===== config.mk =====
export PLATFORM = sky130hd
export DESIGN_NAME = sprite_pixel_writer
export DESIGN_NICKNAME = d
export VERILOG_FILES = /design/src/rtl/sprite_pkg.sv /design/src/rtl/sprite_pixel_writer.sv
export SDC_FILE = /design/constraint.sdc
export NUM_CORES = 1
export LEC_CHECK = 0
export ABC_AREA = 1
export BUFFER_PORTS_ARGS = -buffer_cell sky130_fd_sc_hd__buf_2
export CAP_MARGIN = 30
export CORE_AREA = 2 2 82 84
export CTS_BUF_LIST = sky130_fd_sc_hd__clkbuf_16
export CTS_CLUSTER_SIZE = 20
export DETAILED_ROUTE_END_ITERATION = 6
export DIE_AREA = 0 0 84 86
export PLACE_DENSITY = 0.83
export SKIP_LAST_GASP = 1
export SLEW_MARGIN = 20
export SYNTH_ARGS = -nofsm -noshare
export SYNTH_HDL_FRONTEND = slang
export SYNTH_SLANG_ARGS = --single-unit

===== constraint.sdc =====
create_clock -name clk -period 3 [get_ports clk]
set_input_delay 0.6 -clock clk [delete_from_list [all_inputs] [get_ports clk]]
set_output_delay 0.6 -clock clk [all_outputs]
set_load 0.01 [all_outputs]

===== src/rtl/sprite_pkg.sv =====
// Shared definitions for the sprite pixel writer: line buffer entry layout,
// x position width and the default visible line width.
package sprite_pkg;

  localparam int X_W                = 10;
  localparam int ENTRY_W            = 16;
  localparam int LINE_WIDTH_DEFAULT = 640;

  // Line buffer entry fields; bits above the mask are always written as zero.
  localparam int COLOR_LSB = 0;
  localparam int COLOR_W   = 8;
  localparam int Z_LSB     = 8;
  localparam int Z_W       = 2;
  localparam int MASK_LSB  = 10;
  localparam int MASK_W    = 4;

  // Assemble a line buffer entry from its fields, leaving unused bits zero.
  function automatic logic [ENTRY_W-1:0] pack_entry(
    input logic [MASK_W-1:0]  mask,
    input logic [Z_W-1:0]     z,
    input logic [COLOR_W-1:0] color
  );
    logic [ENTRY_W-1:0] e;
    e = '0;
    e[COLOR_LSB +: COLOR_W] = color;
    e[Z_LSB +: Z_W]         = z;
    e[MASK_LSB +: MASK_W]   = mask;
    return e;
  endfunction

endpackage


===== src/rtl/sprite_pixel_writer.sv =====
// Sprite pixel writer: merges a stream of sprite pixels into a line buffer
// with a depth test, accumulates sprite collision bits per line and reports
// them once the write pipeline has drained after line_end.
// Optional feature macro: SPRITE_COLLISION_EN (collision masks tracked and
// reported); when undefined, written mask bits and coll_mask are zero.
module sprite_pixel_writer
  import sprite_pkg::*;
#(
  parameter int unsigned LINE_WIDTH = LINE_WIDTH_DEFAULT
) (
  input  logic               clk,
  input  logic               rst_n,
  input  logic               pix_valid,
  output logic               pix_ready,
  input  logic [X_W-1:0]     pix_x,
  input  logic [COLOR_W-1:0] pix_color,
  input  logic [Z_W-1:0]     pix_z,
  input  logic [MASK_W-1:0]  pix_cmask,
  input  logic               line_end,
  output logic [X_W-1:0]     renderer_rd_idx,
  input  logic [ENTRY_W-1:0] renderer_rd_data,
  output logic [X_W-1:0]     renderer_wr_idx,
  output logic [ENTRY_W-1:0] renderer_wr_data,
  output logic               renderer_wr_en,
  output logic               coll_valid,
  output logic [MASK_W-1:0]  coll_mask,
  output logic               busy
);

  logic               accept;
  logic               keep;

  // Stage 1: accepted pixel waiting for its line buffer entry.
  logic               s1_valid_reg;
  logic [X_W-1:0]     s1_x_reg;
  logic [COLOR_W-1:0] s1_color_reg;
  logic [Z_W-1:0]     s1_z_reg;
  logic [MASK_W-1:0]  s1_cmask_reg;

  // Stage 2: registered write to the line buffer.
  logic               wr_en_reg;
  logic [X_W-1:0]     wr_idx_reg;
  logic [ENTRY_W-1:0] wr_data_reg;

  // Copy of the write issued one cycle earlier; the buffer's registered read
  // cannot have observed it yet.
  logic               prev_en_reg;
  logic [X_W-1:0]     prev_idx_reg;
  logic [ENTRY_W-1:0] prev_data_reg;

  logic               pending_reg;

  logic [ENTRY_W-1:0] cur_entry;
  logic [ENTRY_W-1:0] merged_entry;
  logic [COLOR_W-1:0] ex_color;
  logic [Z_W-1:0]     ex_z;
  logic [MASK_W-1:0]  ex_mask;
  logic [MASK_W-1:0]  merged_mask;
  logic               unused_bits;

  assign pix_ready       = ~pending_reg;
  assign accept          = pix_valid & pix_ready;
  assign keep            = accept && (pix_color != '0) && (pix_z != '0) &&
                           ({{(32-X_W){1'b0}}, pix_x} < LINE_WIDTH);
  assign renderer_rd_idx = pix_x;

  assign renderer_wr_en   = wr_en_reg;
  assign renderer_wr_idx  = wr_idx_reg;
  assign renderer_wr_data = wr_data_reg;
  assign busy             = s1_valid_reg | wr_en_reg;

  // The line is reported once nothing remains in flight; acceptance is
  // blocked while pending, so the pipeline is guaranteed to drain.
  assign coll_valid = pending_reg & ~s1_valid_reg & ~wr_en_reg;

  // Newest view of the entry at the stage-1 x: in-progress write first,
  // then last cycle's write, then the buffer's read data.
  always_comb begin
    cur_entry = renderer_rd_data;
    if (wr_en_reg && (wr_idx_reg == s1_x_reg)) begin
      cur_entry = wr_data_reg;
    end else if (prev_en_reg && (prev_idx_reg == s1_x_reg)) begin
      cur_entry = prev_data_reg;
    end
  end

  assign ex_color = cur_entry[COLOR_LSB +: COLOR_W];
  assign ex_z     = cur_entry[Z_LSB +: Z_W];
  assign ex_mask  = cur_entry[MASK_LSB +: MASK_W];

`ifdef SPRITE_COLLISION_EN
  logic [MASK_W-1:0] hit_mask;
  logic [MASK_W-1:0] sticky_reg;

  assign merged_mask = ex_mask | s1_cmask_reg;
  assign hit_mask    = ex_mask & s1_cmask_reg;
  assign coll_mask   = sticky_reg;
  assign unused_bits = ^cur_entry[ENTRY_W-1:MASK_LSB+MASK_W];

  // Sticky per-line collision bits, cleared right after they are reported.
  always_ff @(posedge clk or negedge rst_n) begin
    if (!rst_n) begin
      sticky_reg <= '0;
    end else if (coll_valid) begin
      sticky_reg <= '0;
    end else if (s1_valid_reg) begin
      sticky_reg <= sticky_reg | hit_mask;
    end
  end
`else
  assign merged_mask = '0;
  assign coll_mask   = '0;
  assign unused_bits = ^{cur_entry[ENTRY_W-1:MASK_LSB+MASK_W], ex_mask, s1_cmask_reg};
`endif

  // Depth test: a strictly nearer sprite replaces color and z; the mask
  // always merges.
  always_comb begin
    if (ex_z < s1_z_reg) begin
      merged_entry = pack_entry(merged_mask, s1_z_reg, s1_color_reg);
    end else begin
      merged_entry = pack_entry(merged_mask, ex_z, ex_color);
    end
  end

  // Stage 1 capture of pixels that will produce a write.
  always_ff @(posedge clk or negedge rst_n) begin
    if (!rst_n) begin
      s1_valid_reg <= 1'b0;
      s1_x_reg     <= '0;
      s1_color_reg <= '0;
      s1_z_reg     <= '0;
      s1_cmask_reg <= '0;
    end else begin
      s1_valid_reg <= keep;
      if (keep) begin
        s1_x_reg     <= pix_x;
        s1_color_reg <= pix_color;
        s1_z_reg     <= pix_z;
        s1_cmask_reg <= pix_cmask;
      end
    end
  end

  // Stage 2 write register and its one-cycle-delayed copy for the bypass.
  always_ff @(posedge clk or negedge rst_n) begin
    if (!rst_n) begin
      wr_en_reg     <= 1'b0;
      wr_idx_reg    <= '0;
      wr_data_reg   <= '0;
      prev_en_reg   <= 1'b0;
      prev_idx_reg  <= '0;
      prev_data_reg <= '0;
    end else begin
      wr_en_reg     <= s1_valid_reg;
      if (s1_valid_reg) begin
        wr_idx_reg  <= s1_x_reg;
        wr_data_reg <= merged_entry;
      end
      prev_en_reg   <= wr_en_reg;
      prev_idx_reg  <= wr_idx_reg;
      prev_data_reg <= wr_data_reg;
    end
  end

  // End-of-line tracking: set by line_end, released by the report pulse.
  always_ff @(posedge clk or negedge rst_n) begin
    if (!rst_n) begin
      pending_reg <= 1'b0;
    end else if (coll_valid) begin
      pending_reg <= 1'b0;
    end else if (line_end) begin
      pending_reg <= 1'b1;
    end
  end

endmodule


==> reports/summary.txt, run 1 <==
Status -> completed
Crit-path max FO -> 10
RSZ-0062 raised after global routing -> false
CTS HTree Levels -> 3
Worst-skew pair later-pin latency -> 0.33 ns
Crit Reg-Reg Startpoint -> s1_x_reg[7]
Layout cells sized above 1 -> 0.231
Syn avg cell area -> 7.84 µm²
Multi-input combinational cell area -> 1280 µm²
CP Class -> reg -> reg
Die ar. -> 7220 µm²
Crit path largest cell delay -> 0.45 ns
Clock transition at the registers of the reported paths -> 0.05 ns
Buffers on Ports -> 67
Synth-to-layout area growth -> 19.7%
First DRT Iteration DRCs -> 163
Startpoint types -> flip-flop
TritonCTS clock tree -> done
PD cells -> 1040 nW/µm²
Drt wl/cell -> 12.7 µm
Initial antenna violation count -> 0
Drt first pass iters -> 6
Clock Skews -> 0.00446 ns
Final Cycle Share -> 0.905
Reg2reg setup slack -> 0.28 ns
Crit-path cells -> inv_1 > nand2_1 > nand2_1 > nor2_1 > nand2_1 > nor2_1 > nand3_1 > clkinvlp_4 > a211oi_1 > or2_1 > inv_1 > ha_1 > nand2_4 > nand2_8 > a21oi_4 > nand2_1 > nand2_1
DRC -> 0
Largest net degree at the start of global routing -> 65
Cells after Synth -> 407
Diodes inserted -> 0
Period minus WS final -> 2.72 ns
First-pass GRT wire length -> 11.8 mm
GR Util All Layers -> 0.209
Antenna Nets Post-Route -> 0
Register area share after synthesis -> 0.502
Congestion Overflow GR -> 0
Family with the most delay on the worst path -> simple AND/OR/NAND/NOR gates
Clock buffer depth -> 2
Worst Setup End Kind -> flip-flop
Die Width -> 84 µm
CP Buf/Inv Count -> 3
Layout Nets -> 521
GP Congestion -> 0.883
Worst Tran Pin Value -> 0.757 ns
Crit path max-delay cell type -> dfrtp_1
Worst slew margin -> 0.495
FMAX -> 0.368 GHz
Fillers -> 544
Final Max Slew Viols -> 0
Synth Register Bits -> 64
Library cells used by synthesis -> 33
Cells after DPL -> 538
Hold path start -> renderer_wr_data[7]
Area of the core -> 6280 µm²
Max cap viols -> 0
# IOs -> 88
Total number of vias -> 2745
Root buffer cell -> clkbuf_16
Setup violators final -> 0
Post-Syn Area -> 3190 µm²
CP Data Required Time -> 3.26 ns
YS warnings -> 0
Min-Delay Path Class -> reg -> reg
CTS Buf Count -> 9
Hold Vio Cnt, Final -> 0
DRT Wirelength -> 7.08 mm
Initial core utilization -> 0.508
Most frequent CP cell -> nand2_1
Die height -> 86 µm
CTS Sinks -> 64
Setup_tns -> 0 ns
VDD IR-drop max -> 0.000477 V
Reg area -> 1600 µm²
FP Rows -> 29
Leak -> 2.09 nW
Critical path origin -> s1_x_reg[7]
WP data arrival -> 2.98 ns
HPWL after DPL -> 5.06 mm
DR vias/cell -> 4.93
Layout Cells excl Fill -> 557
Vias in the first global route -> 2587
[synthesized netlist by cell type (all sizes together)]
library cell,number,area (µm²)
clkinv,3,11.3
a21oi,11,66.3
a21boi,1,11.3
nand4,5,31.3
or2,3,18.8
o21ai,23,115
clkbuf,6,22.5
buf,21,155
a211oi,2,15.0
a22o,1,8.76
xor2,1,8.76
dfrtp,64,1600
ha,2,25.0
inv,42,158
nand2,163,646
o31ai,1,7.51
nand3,15,95.1
nor2,31,126
conb,1,3.75
nor3,8,40.0
nor4,3,25.0
[layout make-up]
| cell class | instances | area share |
|---|---|---|
| tap | 77 | 0.0252 |
| clock buffer | 9 | 0.0589 |
| sequential | 64 | 0.419 |
| inverter | 45 | 0.0462 |
| timing repair buffer | 75 | 0.103 |
| multi-input combinational | 280 | 0.334 |
| clock inverter | 7 | 0.0128 |
[routing by layer]
metal	share of wire	GRT usage	up-vias	routed length, µm
li1	-	-	1373	-
met1	0.44	0.271	1248	3100
met2	0.48	0.321	106	3370
met3	0.058	0.0539	18	410
met4	0.029	0.119	0	204
met5	0	0	-	0
[cells by family (layout without fill, tap and decap cells)]
logic type / after synthesis / after routing / synth area share
AO/OA/AOI/OAI: 39 / 39 / 0.0702
XOR/XNOR: 1 / 1 / 0.00274
adder cells (fa/ha/maj): 2 / 2 / 0.00784
buffers and inverters: 72 / 136 / 0.109
flip-flops: 64 / 64 / 0.502
other: 1 / 10 / 0.00117
AND/OR/NAND/NOR: 228 / 228 / 0.308
[power breakdown]
group          switching, W  total, W  internal (W)
Clock              0.000377  0.000932      0.000556
Sequential         0.000332   0.00159       0.00126
Combinational      0.000912   0.00144      0.000526
[worst reg2reg max path, stage by stage (launching register included)]
cell        delay, ns
dfrtp_1          0.45
inv_1            0.08
nand2_1          0.12
nand2_1          0.07
nor2_1           0.10
nand2_1          0.07
nor2_1           0.16
nand3_1          0.14
clkinvlp_4       0.13
a211oi_1         0.05
or2_1            0.25
inv_1            0.07
ha_1             0.26
nand2_4          0.17
nand2_8          0.10
a21oi_4          0.27
nand2_1          0.10
nand2_1          0.08
[cell usage in the layout (no fill, tap or decap), drive strengths merged]
master	synthesis	layout
xor2	1	1
a22o	1	1
nand3	15	15
clkbuf	6	9
a21oi	11	11
or2	3	3
conb	1	10
inv	42	42
nor2	31	31
buf	21	75
nand4	5	5
a21boi	1	1
nor4	3	3
ha	2	2
clkinvlp	0	5
dfrtp	64	64
nor3	8	8
o31ai	1	1
o21ai	23	23
a211oi	2	2
clkinv	3	5
nand2	163	163
[worst paths after layout]
kind | end | depth (start not counted)
worst max-delay path | renderer_wr_data[6] | 17
worst min-delay path | prev_data_reg[7] | 0
worst max register to register | renderer_wr_data[6] | 17
worst min register to register | prev_data_reg[7] | 0
max in group asynchronous | renderer_wr_data[0] | 2
min in group asynchronous | s1_x_reg[1] | 2
[repair_timing]
item                                    4_1_cts  5_1_grt
hold buffers                                  0        0
buffers inserted                              0        3
hold endpoints to repair                      0        0
gates resized for setup                       0        2
endpoints found under the setup margin        0        8
[through the flow]
step	total power, W	util	setup slack (ns)	area, µm²	hold slack (ns)
floorplan	0.00251	-	0.536	3230	0.304
CTS	0.00395	0.604	0.204	3790	0.397
detailed placement	0.00299	0.560	0.219	3520	0.386
finish	0.00396	0.609	0.284	3820	0.395
global placement	0.00292	0.560	0.364	3520	0.380
global route	0.00427	0.609	0.0244	3820	0.408
Note: power is estimated with default switching activity, not from simulation.
==> run 2: changes to the inputs <==
--- a/config.mk
+++ b/config.mk
@@ -8,12 +8,16 @@
 export ABC_AREA = 1
 export BUFFER_PORTS_ARGS = -buffer_cell sky130_fd_sc_hd__buf_2
 export CAP_MARGIN = 30
-export CORE_AREA = 2 2 82 84
+export CELL_PAD_IN_SITES_DETAIL_PLACEMENT = 1
+export CELL_PAD_IN_SITES_GLOBAL_PLACEMENT = 2
+export CORE_AREA = 2 2 108 110
 export CTS_BUF_LIST = sky130_fd_sc_hd__clkbuf_16
 export CTS_CLUSTER_SIZE = 20
 export DETAILED_ROUTE_END_ITERATION = 6
-export DIE_AREA = 0 0 84 86
-export PLACE_DENSITY = 0.83
+export DIE_AREA = 0 0 110 112
+export GPL_ROUTABILITY_DRIVEN = 0
+export PLACE_DENSITY = 0.84
+export REMOVE_ABC_BUFFERS = 1
 export SKIP_LAST_GASP = 1
 export SLEW_MARGIN = 20
 export SYNTH_ARGS = -nofsm -noshare
==> run 2 against run 1 <==
Compared with the run above:
- sequential power is essentially flat
- worst hold slack lost 0.14 ns
- via count shrank 0.98%
- core utilization shrank 26 points
- global-route usage shrank 6.1 points
- cell area grew 2.7%
- sequential share of layout area shrank 1.1 points
- routed wire length grew 17%
- non-clock buffer count grew 1
- critical endpoint is now renderer_wr_data[4]
- largest power group unchanged
==> reports/summary.txt, run 2 (same netlist as run 1, synthesis figures left out) <==
Diodes inserted -> 0 (unchanged)
Period minus WS final -> 2.61 ns (-0.107 ns)
TritonCTS clock tree -> done
Place WS -> 0.306 ns (+0.0870 ns)
Crit-path max FO -> 10 (unchanged)
Buffers on Ports -> 67 (unchanged)
First DRT Iteration DRCs -> 85 (-48%)
CP Data Required Time -> 3.27 ns (about the same)
Vias in the first global route -> 2863 (+11%)
Hold Vio Cnt, Final -> 0 (unchanged)
DRC -> 0 (unchanged)
Fillers -> 1368 (+150%)
CTS HTree Levels -> 3 (unchanged)
FP Rows -> 39 (+34%)
Crit Reg-Reg Startpoint -> s1_x_reg[1]
CP Class -> reg -> reg
Status -> completed
Most common cell after layout, fill and taps aside -> nand2_1
Max cap viols -> 0 (unchanged)
Clock transition at the registers of the reported paths -> 0.05 ns (about the same)
CTS Sinks -> 64 (unchanged)
Post-CTS Hold Buffers -> 0 (unchanged)
Startpoint types -> flip-flop
Worst Setup Slack, final -> 0.391 ns (+0.107 ns)
Die Width -> 110 µm (+31%)
Final instance area -> 3920 µm² (+2.7%)
WHS -> 0.251 ns (-0.144 ns)
Drt wl/cell -> 13.3 µm (+4.6%)
Worst-skew pair later-pin latency -> 0.33 ns (about the same)
Die ar. -> 12300 µm² (+71%)
Die height -> 112 µm (+30%)
Worst slew margin -> 0.556 (+0.0608)
Setup violators final -> 0 (unchanged)
Most frequent cells in the layout -> nand2_1, buf_2, dfrtp_1
Final Max Slew Viols -> 0 (unchanged)
Initial core utilization -> 0.286 (-0.223)
Placed instance area -> 3630 µm² (+3.2%)
Total number of vias -> 2718 (-0.98%)
Final Cycle Share -> 0.870 (-0.0356)
Area of the core -> 11200 µm² (+78%)
HPWL after DPL -> 6.41 mm (+27%)
Leak -> 2.11 nW (+1.3%)
VDD IR-drop max -> 0.000291 V (-39%)
Crit path max-delay cell type -> dfrtp_1
Worst Tran Pin Value -> 0.665 ns (-0.0919 ns)
Crit-path cells -> inv_2 > nand2_1 > nand2_1 > nor2_1 > nand2_1 > nor2_4 > nand2_1 > a211oi_1 > or2_1 > inv_1 > ha_1 > nand2_4 > nand2_8 > a21oi_4 > nand2_1 > nand2_1
# IOs -> 88 (unchanged)
Layout cells sized above 1 -> 0.229 (-0.00256)
CP Buf/Inv Count -> 2 (-1)
Min-Delay Path Class -> in -> async
Congestion Overflow GR -> 0 (unchanged)
First-pass GRT wire length -> 14.0 mm (+18%)
Initial antenna violation count -> 0 (unchanged)
Reg2reg end -> renderer_wr_data[4]
Clock Skews -> 0.00797 ns (+0.00352 ns)
Root buffer cell -> clkbuf_16
Clock buffer depth -> 2 (unchanged)
PD cells -> 1030 nW/µm² (-0.73%)
CTS Buf Count -> 9 (unchanged)
Largest net degree at the start of global routing -> 25 (-62%)
Family with the most delay on the worst path -> simple AND/OR/NAND/NOR gates
FMAX -> 0.383 GHz (+4.1%)
Worst Setup End Kind -> flip-flop
Synth-to-layout area growth -> 22.9%
Buffers inserted by post-CTS timing repair -> 0 (unchanged)
Antenna Nets Post-Route -> 0 (unchanged)
Setup_tns -> 0 ns (unchanged)
Layout Nets -> 522 (+0.19%)
GR Util All Layers -> 0.149 (-0.0608)
Crit path largest cell delay -> 0.42 ns (-0.03 ns)
Reg2reg setup slack -> 0.39 ns (+0.11 ns)
Reg2Reg Depth -> 16 (-1)
DR vias/cell -> 4.36 (-12%)
Drt first pass iters -> 4 (-2)
Most frequent CP cell -> nand2_1
Post-cts resize count -> 0 (unchanged)
DRT Wirelength -> 8.30 mm (+17%)
RSZ-0062 raised after global routing -> false
WP data arrival -> 2.88 ns (-0.10 ns)
-- run 2: changes by cell type in the layout (fill, tap and decap cells not counted), sizes merged --
| cell | before | now |
|---|---|---|
| buf | 75 | 76 |
| clkinv | 5 | 6 |
| inv | 42 | 43 |
| bufinv | 0 | 1 |
| clkinvlp | 5 | 2 |
-- run 2: worst register-to-register path: stages, from the launching register on --
cell      delay [ns]
dfrtp_1         0.42
inv_2           0.06
nand2_1         0.06
nand2_1         0.04
nor2_1          0.13
nand2_1         0.12
nor2_4          0.10
nand2_1         0.11
a211oi_1        0.24
or2_1           0.17
inv_1           0.07
ha_1            0.32
nand2_4         0.16
nand2_8         0.10
a21oi_4         0.27
nand2_1         0.10
nand2_1         0.07
-- run 2: area by class of cell --
class                           count  area, µm²  area share
Clock buffer                        9        225      0.0574
Sequential cell                    64       1600       0.408
Clock inverter                      7       63.8      0.0163
Tap cell                          143        179      0.0456
Timing Repair Buffer               76        403       0.103
Multi-Input combinational cell    280       1280       0.326
Inverter                           45        173      0.0440
-- run 2: per-stage QoR --
stage	util	total power, W	cells
2_1_floorplan	-	0.00248	389
3_3_place_gp	0.325	0.00299	608
6_report	0.351	0.00404	624
3_5_place_dp	0.325	0.00307	608
5_1_grt	0.351	0.00440	624
4_1_cts	0.351	0.00411	624
-- run 2: report_power, final --
part	leakage (nW)	switching [W]	total [W]	internal [W]
clock network	0.144	0.000367	0.00100	0.000634
registers	0.808	0.000313	0.00157	0.00126
logic	1.16	0.000941	0.00146	0.000522
total	2.11	0.00162	0.00404	0.00242
-- run 2: worst max path at each step --
stage	start	endpoint	slack, ns	cells after the start
finish	s1_x_reg[1]	renderer_wr_data[4]	0.39	16
global route	s1_x_reg[0]	renderer_wr_data[2]	0.04	18
CTS	s1_x_reg[1]	renderer_wr_data[4]	0.26	18
detailed placement	s1_x_reg[1]	renderer_wr_data[1]	0.31	18
global placement	s1_x_reg[7]	renderer_wr_data[6]	0.43	18
floorplan	s1_x_reg[2]	renderer_wr_data[0]	0.51	15
-- run 2: routing by layer --
layer	GRT usage	vias to the layer above	routed length, µm
li1	-	1382	-
met1	0.190	1272	3810
met2	0.244	56	4120
met3	0.0222	8	250
met4	0.0692	0	118
met5	0	-	0
